<file path="src/rtl/l1_l2_arbiter.sv">
// ---------------------------------------------------------------------------
// l1_l2_arbiter
//   Shares the single L2 request port between the L1 I-cache controller and
//   the L1 D-cache controller. One requester owns the port at a time, its
//   command/tag/index are registered onto the L2 port, and l2_ready is routed
//   back to the owner only. Sides alternate round-robin, except that a D-side
//   write-back locks the port to D until the following allocate read (or
//   until LOCK_TO cycles pass without that read).
//
// Ports
//   clk, nrst              clock, asynchronous active-low reset
//   i_read/i_tag/i_index   I-side line-fill request (held until i_ready)
//   i_ready                l2_ready routed to the I-side
//   d_read/d_write         D-side allocate read / write-back requests
//   d_tag/d_write_tag      D-side allocate tag / victim tag
//   d_index                D-side set index
//   d_ready                l2_ready routed to the D-side
//   l2_read/l2_write       registered command to L2 (never both)
//   l2_tag/l2_index        registered address to L2
//   l2_ready               L2 transfer complete (single-cycle pulse)
//   owner                  0 = I-side, 1 = D-side (valid while busy)
//   busy                   a grant is active
// ---------------------------------------------------------------------------
module l1_l2_arbiter #(
   parameter int TAG_W   = 21,
   parameter int IDX_W   = 5,
   parameter int LOCK_TO = 15
) (
   input  logic             clk,
   input  logic             nrst,
   input  logic             i_read,
   input  logic [TAG_W-1:0] i_tag,
   input  logic [IDX_W-1:0] i_index,
   output logic             i_ready,
   input  logic             d_read,
   input  logic             d_write,
   input  logic [TAG_W-1:0] d_tag,
   input  logic [TAG_W-1:0] d_write_tag,
   input  logic [IDX_W-1:0] d_index,
   output logic             d_ready,
   output logic             l2_read,
   output logic             l2_write,
   output logic [TAG_W-1:0] l2_tag,
   output logic [IDX_W-1:0] l2_index,
   input  logic             l2_ready,
   output logic             owner,
   output logic             busy
);

   // Lock counter runs 0 .. LOCK_TO-1; reaching LOCK_TO releases the lock.
   localparam int CNT_W = (LOCK_TO > 1) ? $clog2(LOCK_TO) : 1;

   typedef enum logic [1:0] {
      S_IDLE,
      S_GRANT_I,
      S_GRANT_D,
      S_RELEASE
   } state_t;

   state_t           r_state, w_state_nxt;
   logic             r_last_owner, w_last_owner_nxt;
   logic             r_lock_d, w_lock_d_nxt;
   logic [CNT_W-1:0] r_lock_cnt, w_lock_cnt_nxt;
   logic             r_l2_read, w_l2_read_nxt;
   logic             r_l2_write, w_l2_write_nxt;
   logic [TAG_W-1:0] r_l2_tag, w_l2_tag_nxt;
   logic [IDX_W-1:0] r_l2_index, w_l2_index_nxt;
   logic             r_owner, w_owner_nxt;
   logic             r_busy, w_busy_nxt;
   logic             w_grant_i, w_grant_d;
   logic             w_d_req;

   assign w_d_req = d_read | d_write;

   always_ff @(posedge clk or negedge nrst) begin
      if (!nrst) begin
         r_state      <= S_IDLE;
         r_last_owner <= 1'b1;
         r_lock_d     <= 1'b0;
         r_lock_cnt   <= '0;
         r_l2_read    <= 1'b0;
         r_l2_write   <= 1'b0;
         r_l2_tag     <= '0;
         r_l2_index   <= '0;
         r_owner      <= 1'b0;
         r_busy       <= 1'b0;
      end else begin
         r_state      <= w_state_nxt;
         r_last_owner <= w_last_owner_nxt;
         r_lock_d     <= w_lock_d_nxt;
         r_lock_cnt   <= w_lock_cnt_nxt;
         r_l2_read    <= w_l2_read_nxt;
         r_l2_write   <= w_l2_write_nxt;
         r_l2_tag     <= w_l2_tag_nxt;
         r_l2_index   <= w_l2_index_nxt;
         r_owner      <= w_owner_nxt;
         r_busy       <= w_busy_nxt;
      end
   end

   always_comb begin
      w_state_nxt      = r_state;
      w_last_owner_nxt = r_last_owner;
      w_lock_d_nxt     = r_lock_d;
      w_lock_cnt_nxt   = r_lock_cnt;
      w_l2_read_nxt    = r_l2_read;
      w_l2_write_nxt   = r_l2_write;
      w_l2_tag_nxt     = r_l2_tag;
      w_l2_index_nxt   = r_l2_index;
      w_owner_nxt      = r_owner;
      w_busy_nxt       = r_busy;
      w_grant_i        = 1'b0;
      w_grant_d        = 1'b0;

      // The lock only ages while D is not actually using the port.
      if (r_lock_d && (r_state != S_GRANT_D)) begin
         if (r_lock_cnt == CNT_W'(LOCK_TO - 1)) begin
            w_lock_d_nxt   = 1'b0;
            w_lock_cnt_nxt = '0;
         end else begin
            w_lock_cnt_nxt = r_lock_cnt + CNT_W'(1);
         end
      end

      case (r_state)
         S_IDLE: begin
            if (r_lock_d) begin
               w_grant_d = d_read;
            end else if (i_read && w_d_req) begin
               // last_owner = 1 means D went last, so I is due.
               w_grant_i = r_last_owner;
               w_grant_d = ~r_last_owner;
            end else begin
               w_grant_i = i_read;
               w_grant_d = w_d_req;
            end

            if (w_grant_i) begin
               w_state_nxt    = S_GRANT_I;
               w_l2_read_nxt  = 1'b1;
               w_l2_write_nxt = 1'b0;
               w_l2_tag_nxt   = i_tag;
               w_l2_index_nxt = i_index;
               w_owner_nxt    = 1'b0;
               w_busy_nxt     = 1'b1;
            end else if (w_grant_d) begin
               // Write-back wins over allocate; latched for the whole grant.
               w_state_nxt    = S_GRANT_D;
               w_l2_read_nxt  = ~d_write;
               w_l2_write_nxt = d_write;
               w_l2_tag_nxt   = d_write ? d_write_tag : d_tag;
               w_l2_index_nxt = d_index;
               w_owner_nxt    = 1'b1;
               w_busy_nxt     = 1'b1;
            end
         end

         S_GRANT_I, S_GRANT_D: begin
            if (l2_ready) begin
               w_state_nxt      = S_RELEASE;
               w_last_owner_nxt = (r_state == S_GRANT_D);
               w_l2_read_nxt    = 1'b0;
               w_l2_write_nxt   = 1'b0;
               w_l2_tag_nxt     = '0;
               w_l2_index_nxt   = '0;
               w_owner_nxt      = 1'b0;
               w_busy_nxt       = 1'b0;
               if (r_state == S_GRANT_D) begin
                  // A finished write-back pins the port for its allocate read;
                  // a finished read releases it.
                  w_lock_d_nxt   = r_l2_write;
                  w_lock_cnt_nxt = '0;
               end
            end
         end

         S_RELEASE: begin
            w_state_nxt = S_IDLE;
         end

         default: begin
            w_state_nxt = S_IDLE;
         end
      endcase
   end

   assign i_ready  = l2_ready & (r_state == S_GRANT_I);
   assign d_ready  = l2_ready & (r_state == S_GRANT_D);
   assign l2_read  = r_l2_read;
   assign l2_write = r_l2_write;
   assign l2_tag   = r_l2_tag;
   assign l2_index = r_l2_index;
   assign owner    = r_owner;
   assign busy     = r_busy;

endmodule

</file>
<file path="config.mk">
export PLATFORM = sky130hd
export DESIGN_NAME = l1_l2_arbiter
export DESIGN_NICKNAME = d
export VERILOG_FILES = /design/src/rtl/l1_l2_arbiter.sv
export SDC_FILE = /design/constraint.sdc
export NUM_CORES = 1
export LEC_CHECK = 0
export BUFFER_PORTS_ARGS = -buffer_cell sky130_fd_sc_hd__buf_4
export CAP_MARGIN = 20
export CORE_MARGIN = 2
export CORE_UTILIZATION = 38
export CTS_BUF_LIST = sky130_fd_sc_hd__clkbuf_8
export DETAILED_ROUTE_END_ITERATION = 8
export GPL_TIMING_DRIVEN = 0
export PLACE_DENSITY_LB_ADDON = 0.08
export RECOVER_POWER = 50
export SLEW_MARGIN = 20
export SYNTH_ARGS = -nofsm -noshare
export SYNTH_HDL_FRONTEND = slang
export SYNTH_SLANG_ARGS = --single-unit
</file>
<file path="constraint.sdc">
create_clock -name clk -period 4.4 [get_ports clk]
set_clock_uncertainty 0.15 [all_clocks]
set_input_delay 0.88 -clock clk [delete_from_list [all_inputs] [get_ports clk]]
set_output_delay 0.88 -clock clk [all_outputs]
set_load 0.02 [all_outputs]
</file>
==> results.json, run 1 <==
{
  "final_util_pct": 56.6,
  "dieHeight_um": 79.5,
  "worstMarginPinSlew_ps": 2090,
  "run_status": "finished with violations",
  "die_x_um": 79.5,
  "syn-num-nets": 321,
  "final_cell_mix": "buf_4, a21oi_1, nand2_1",
  "grt_max_degree": 39,
  "worst-setup-path-type": "in2async",
  "worstPathRequired_ps": 4240,
  "r2r_cells": 7,
  "worstHoldPathType": "reg2reg",
  "gr-total-overflow": 0,
  "drv_slew": 39,
  "grt_pass1_wl_um": 9510,
  "cts_resized": 0,
  "drtIter0Drc": 60,
  "netlist_top_cells_area": "dfrtp_1, mux2i_1, a21oi_1",
  "critical_path_buf_inv_count": 1,
  "diodes": 0,
  "worstHoldStart": "l2_tag[13]$_DFFE_PN0P_",
  "post-route-period-util_pct": 57.4,
  "fillers": 553,
  "path_delay_family": "buffers and inverters",
  "port_buffers": 109,
  "grt_usage_pct": 19.1,
  "failed_checks": "max-capacitance violations, max-slew violations",
  "post_cts_buffers": 0,
  "core_um2": 5510,
  "power.density_nw_per_um2": 610,
  "dpl.hpwl_um": 4430,
  "root_buffer": "clkbuf_8",
  "wl_per_cell_um": 13.9,
  "synth_seq_area_share_pct": 44.0,
  "rows": 27,
  "cp.depth": 1,
  "rr_startpoint": "r_state[1]$_DFFE_PN0P_",
  "h-tree-depth": 2,
  "period_minus_slack_ps": 2520,
  "clk_latency_ps": 290,
  "stdcell_count": 426,
  "r2r_slack_ps": 2240,
  "viasPerCell": 5.03,
  "placed_cells": 418,
  "reg2reg_to": "l2_tag[14]$_DFFE_PN0P_",
  "slew_headroom_pct": -39.2,
  "drive_gt1_share_pct": 34.2,
  "gp_congestion": 0.758,
  "cellLeakagePower_nw": 1.56,
  "syn_inst": 237,
  "die_area_um2": 6320,
  "cts_tree": "done",
  "first_pass_iters": 4,
  "fin_setup_tns_ps": 0,
  "antenna_found_initial": 0,
  "cts_num_sinks": 38,
  "yosysTopAreaCellShare_pct": 42.8,
  "ys_ff_latch": 38,
  "vias": 2142,
  "holdPathEnd": "l2_tag[13]$_DFFE_PN0P_",
  "wirelength_um": 5940,
  "cpPeakStageDelay_ps": 1470,
  "crit_path_end_kind": "async pin",
  "cts_buffers": 5,
  "cts_hold_buf": 0,
  "nets": 437,
  "drc": 0,
  "place_ws_ps": 2060,
  "setup_viol": 0,
  "cap_violations": 1,
  "fmax_ghz": 0.396,
  "hold_depth": 2,
  "power_mw": 1.90,
  "path_cells": "clkbuf_1",
  "final_common_cell": "buf_4",
  "hold_violations": 0,
  "ctsLongestPathBuffers": 2,
  "fin_ws_ps": 1880,
  "crit_fanout": 38,
  "ys.warnings.count": 0,
  "synth_area_leader_cell": "dfrtp_1",
  "avgSynthCellArea_um2": 9.13,
  "start_kind": "input port",
  "rsz0062_at_grt": "false",
  "vdd_drop_max_uv": 294,
  "yosysUniqueCellTypes": 32,
  "critPathArrivalTime_ps": 2360,
  "netlist_area_um2": 2160,
  "crit_path_top_delay_cell": "clkbuf_1",
  "start_util_pct": 39.3,
  "clk_pin_slew_ps": 70,
  "first_global_vias": 2025,
  "antenna_left": 0,
  "syn_to_final_growth_pct": 44.1,
  "io_pins": 111
}
-- layer usage --
metal / up-vias / share of wire, % / track usage, %
met5: - / 0 / 0
met4: 0 / 0.93 / 5.00
met1: 988 / 40 / 23.1
li1: 1064 / - / -
met2: 83 / 49 / 32.5
met3: 7 / 10 / 6.45
-- through the flow --
step | hold slack [ps] | instance area [um2]
detailed placement | 320 | 3070
floorplan | 344 | 2160
finish | 333 | 3120
global route | 357 | 3120
CTS | 342 | 3170
global placement | 316 | 3070
-- synthesized netlist by cell type, drive strengths merged --
cell type,number
a31oi,3
a21oi,47
inv,5
nor2b,4
mux2i,27
dfstp,1
nor2,3
a21o,2
o21bai,2
a211oi,2
buf,13
clkbuf,4
a221o,1
mux2,1
ha,5
nand2,39
a211o,1
dfrtp,37
and3,1
o31ai,1
nand3,2
o21ai,29
o41ai,1
nor3,1
and2,3
o2111a,1
nand2b,1
-- worst max-delay path by stage --
stage / start / to / slack (ps)
floorplan: l2_ready / d_ready / 2270
global placement: l2_ready / d_ready / 2070
detailed placement: l2_ready / d_ready / 2060
CTS: r_state[0]$_DFFE_PN0P_ / d_ready / 1990
global route: nrst / l2_tag[17]$_DFFE_PN0P_ / 1480
finish: nrst / l2_tag[13]$_DFFE_PN0P_ / 1880
-- sequential cells by signal, indices dropped and copies added (netlist names) --
signal	cells
l2_tag	21
busy	1
r_state	2
r_lock_d	1
l2_write	1
l2_index	5
owner	1
r_lock_cnt	4
r_last_owner	1
l2_read	1
-- area by class of cell --
type	instances	area [um2]	area share [%]
plain buffers	17	97.6	3.13
clock buffers	6	82.6	2.65
clock inverters	2	12.5	0.401
inverters	5	18.8	0.602
multi-input cells	177	1100	35.1
flip-flops and latches	38	952	30.5
well taps	72	90.1	2.89
repair buffers	109	769	24.7
-- report_power, final --
part	internal, mW	leakage, nW	switching, mW
Sequential	0.505	0.484	0.0851
Clock	0.126	0.0472	0.129
Combinational	0.414	1.03	0.643
Total	1.05	1.56	0.857
-- cells by family after synthesis --
kind of cell | after synthesis | share of synthesized area (%)
adder cells (fa/ha/maj) | 5 | 2.89
multiplexers | 28 | 13.0
AND/OR/NAND/NOR | 54 | 10.7
AO/OA/AOI/OAI | 90 | 24.0
buffers and inverters | 22 | 5.38
flip-flops | 38 | 44.0
No activity file was read; power rests on OpenSTA's default activity.
==> inputs of run 2 (changes only) <==
--- a/config.mk
+++ b/config.mk
@@ -5,6 +5,7 @@
 export SDC_FILE = /design/constraint.sdc
 export NUM_CORES = 1
 export LEC_CHECK = 0
+export ABC_AREA = 1
 export BUFFER_PORTS_ARGS = -buffer_cell sky130_fd_sc_hd__buf_4
 export CAP_MARGIN = 20
 export CORE_MARGIN = 2
==> constraint.sdc (replaced) <==
create_clock -name clk -period 2.3 [get_ports clk]
set_clock_uncertainty 0.15 [all_clocks]
set_input_delay 0.46 -clock clk [delete_from_list [all_inputs] [get_ports clk]]
set_output_delay 0.46 -clock clk [all_outputs]
set_load 0.02 [all_outputs]
==> run 2 against run 1 <==
  * The flow now finishes without violations
  * Total power increased by 140%
  * First-iteration DRC count increased by 110%
  * Critical path type is now reg2reg
  * Critical path depth increased by 9
  * Largest cell class unchanged
==> results.json, run 2 <==
{
  "place_ws_ps": 159,
  "worstMarginPinSlew_ps": 994,
  "cap_violations": 0,
  "die_x_um": 86.3,
  "syn-num-nets": 485,
  "period_minus_slack_ps": 2000,
  "viasPerCell": 4.92,
  "dieHeight_um": 86.3,
  "ctsLongestPathBuffers": 2,
  "post_cts_buffers": 0,
  "dr_wl_met3_um": 569,
  "cellLeakagePower_nw": 2.04,
  "placed_cells": 588,
  "power_mw": 4.51,
  "rsz0062_at_grt": "false",
  "syn_inst": 401,
  "wirelength_um": 7740,
  "power.density_nw_per_um2": 1260,
  "h-tree-depth": 2,
  "core_um2": 6460,
  "netlist_area_um2": 2570,
  "startpoint": "r_state[0]$_DFFE_PN0P_",
  "final_util_pct": 55.3,
  "wl_met1_um": 3440,
  "path_delay_family": "buffers and inverters",
  "cts_resized": 0,
  "vdd_drop_max_uv": 669,
  "largest_register_ffs": 21,
  "first_pass_iters": 4,
  "cpPeakStageDelay_ps": 380,
  "slew_headroom_pct": 33.7,
  "post-route-period-util_pct": 87.0,
  "start_kind": "flip-flop",
  "crit_fanout": 10,
  "ys.warnings.count": 0,
  "die_area_um2": 7450,
  "fin_setup_tns_ps": 0,
  "critPathArrivalTime_ps": 2080,
  "path_cells": "inv_1 > ha_1 > inv_1 > nor2_1 > inv_1 > nand3_1 > buf_4 > buf_6 > nand2_1 > nand2_1",
  "grt_pass1_wl_um": 12400,
  "vias": 2930,
  "antenna_left": 0,
  "worstHoldPathType": "in2async",
  "cts_buffers": 5,
  "cts_hold_buf": 0,
  "final_common_cell": "nand2_1",
  "synth_seq_area_share_pct": 37.0,
  "worst-setup-path-type": "reg2reg",
  "root_buffer": "clkbuf_8",
  "gr-total-overflow": 0,
  "rr_startpoint": "r_state[0]$_DFFE_PN0P_",
  "rows": 29,
  "diodes": 0,
  "setup_viol": 0,
  "drc": 0,
  "yosys.cell_count.top_type": "nand2_1",
  "synth_area_leader_cell": "dfrtp_1",
  "placed_area_um2": 3500,
  "fmax_ghz": 0.500,
  "syn_to_final_growth_pct": 38.8,
  "synth-async-reset-ratio_pct": 100,
  "grt_usage_pct": 20.7,
  "dr.max_layer_used": "met4",
  "avgSynthCellArea_um2": 6.42,
  "fin_ws_ps": 299,
  "cts_tree": "done",
  "wl_met2_um": 3660,
  "yosysUniqueCellTypes": 25,
  "grt_max_degree": 39,
  "clk_pin_slew_ps": 70,
  "antenna_found_initial": 0,
  "synth_edf_count": 0,
  "fillers": 651,
  "port_buffers": 110,
  "final_cell_mix": "nand2_1, buf_4, nand3_1",
  "ys_ff_latch": 38,
  "critical_path_buf_inv_count": 5,
  "drtIter0Drc": 127,
  "crit_path_end_kind": "flip-flop",
  "cts_num_sinks": 38,
  "crit_path_top_delay_cell": "dfrtp_1",
  "cpMostUsedCell": "inv_1",
  "hold_violations": 0,
  "nets": 601,
  "start_util_pct": 39.8,
  "timing.hold.ws_ps": 177,
  "yosysTopAreaCellShare_pct": 36.0,
  "wl_per_cell_um": 13.0,
  "gp_congestion": 0.817,
  "stdcell_count": 595,
  "run_status": "complete, no violations",
  "drive_gt1_share_pct": 23.6,
  "first_global_vias": 2759,
  "netlist_top_cells_area": "dfrtp_1, nand2_1, nand3_1",
  "worstPathRequired_ps": 2380,
  "dpl.hpwl_um": 5660,
  "stdcell_area_um2": 3570,
  "synth_flop_cell": "dfrtp_1",
  "synth_common_cells": "nand2_1, nand3_1, inv_1, dfrtp_1, nor2_1",
  "io_pins": 111,
  "clk_latency_ps": 290,
  "drv_slew": 0
}
[run 2: worst paths after layout]
check	end	slack (ps)	depth (start not counted)
max	l2_tag[14]$_DFFE_PN0P_	300	10
min	r_lock_cnt[3]$_DFF_PN0_	180	1
max reg2reg	l2_tag[14]$_DFFE_PN0P_	300	10
min reg2reg	l2_tag[14]$_DFFE_PN0P_	330	2
max in group asynchronous	l2_tag[20]$_DFFE_PN0P_	1210	1
min in group clk	l2_tag[14]$_DFFE_PN0P_	330	2
[run 2: kinds of logic after synthesis]
logic type | after synthesis | synth area share (%)
AO/OA/AOI/OAI | 47 | 9.63
adder cells (fa/ha/maj) | 5 | 2.43
buffers and inverters | 67 | 11.3
flip-flops | 38 | 37.0
AND/OR/NAND/NOR | 244 | 39.6
[run 2: report_power, final]
group | total, mW | internal [mW] | switching [mW]
sequential | 1.14 | 0.969 | 0.172
combinational | 2.66 | 0.944 | 1.72
clock | 0.708 | 0.463 | 0.245
[run 2: cell type report]
| cell class | count | area, um2 | area share (%) |
|---|---|---|---|
| buffer | 24 | 130 | 3.64 |
| clock buffer | 6 | 82.6 | 2.31 |
| clock inverter | 2 | 60.1 | 1.68 |
| inverter | 42 | 158 | 4.41 |
| multi-input combinational | 296 | 1330 | 37.2 |
| sequential | 38 | 952 | 26.7 |
| tap | 77 | 96.3 | 2.70 |
| timing repair buffer | 110 | 763 | 21.4 |
[run 2: per-layer routing]
layer | vias to the layer above | GRT usage (%)
li1 | 1485 | -
met5 | - | 0
met1 | 1315 | 27.4
met2 | 122 | 34.1
met3 | 8 | 4.38
met4 | 0 | 6.25
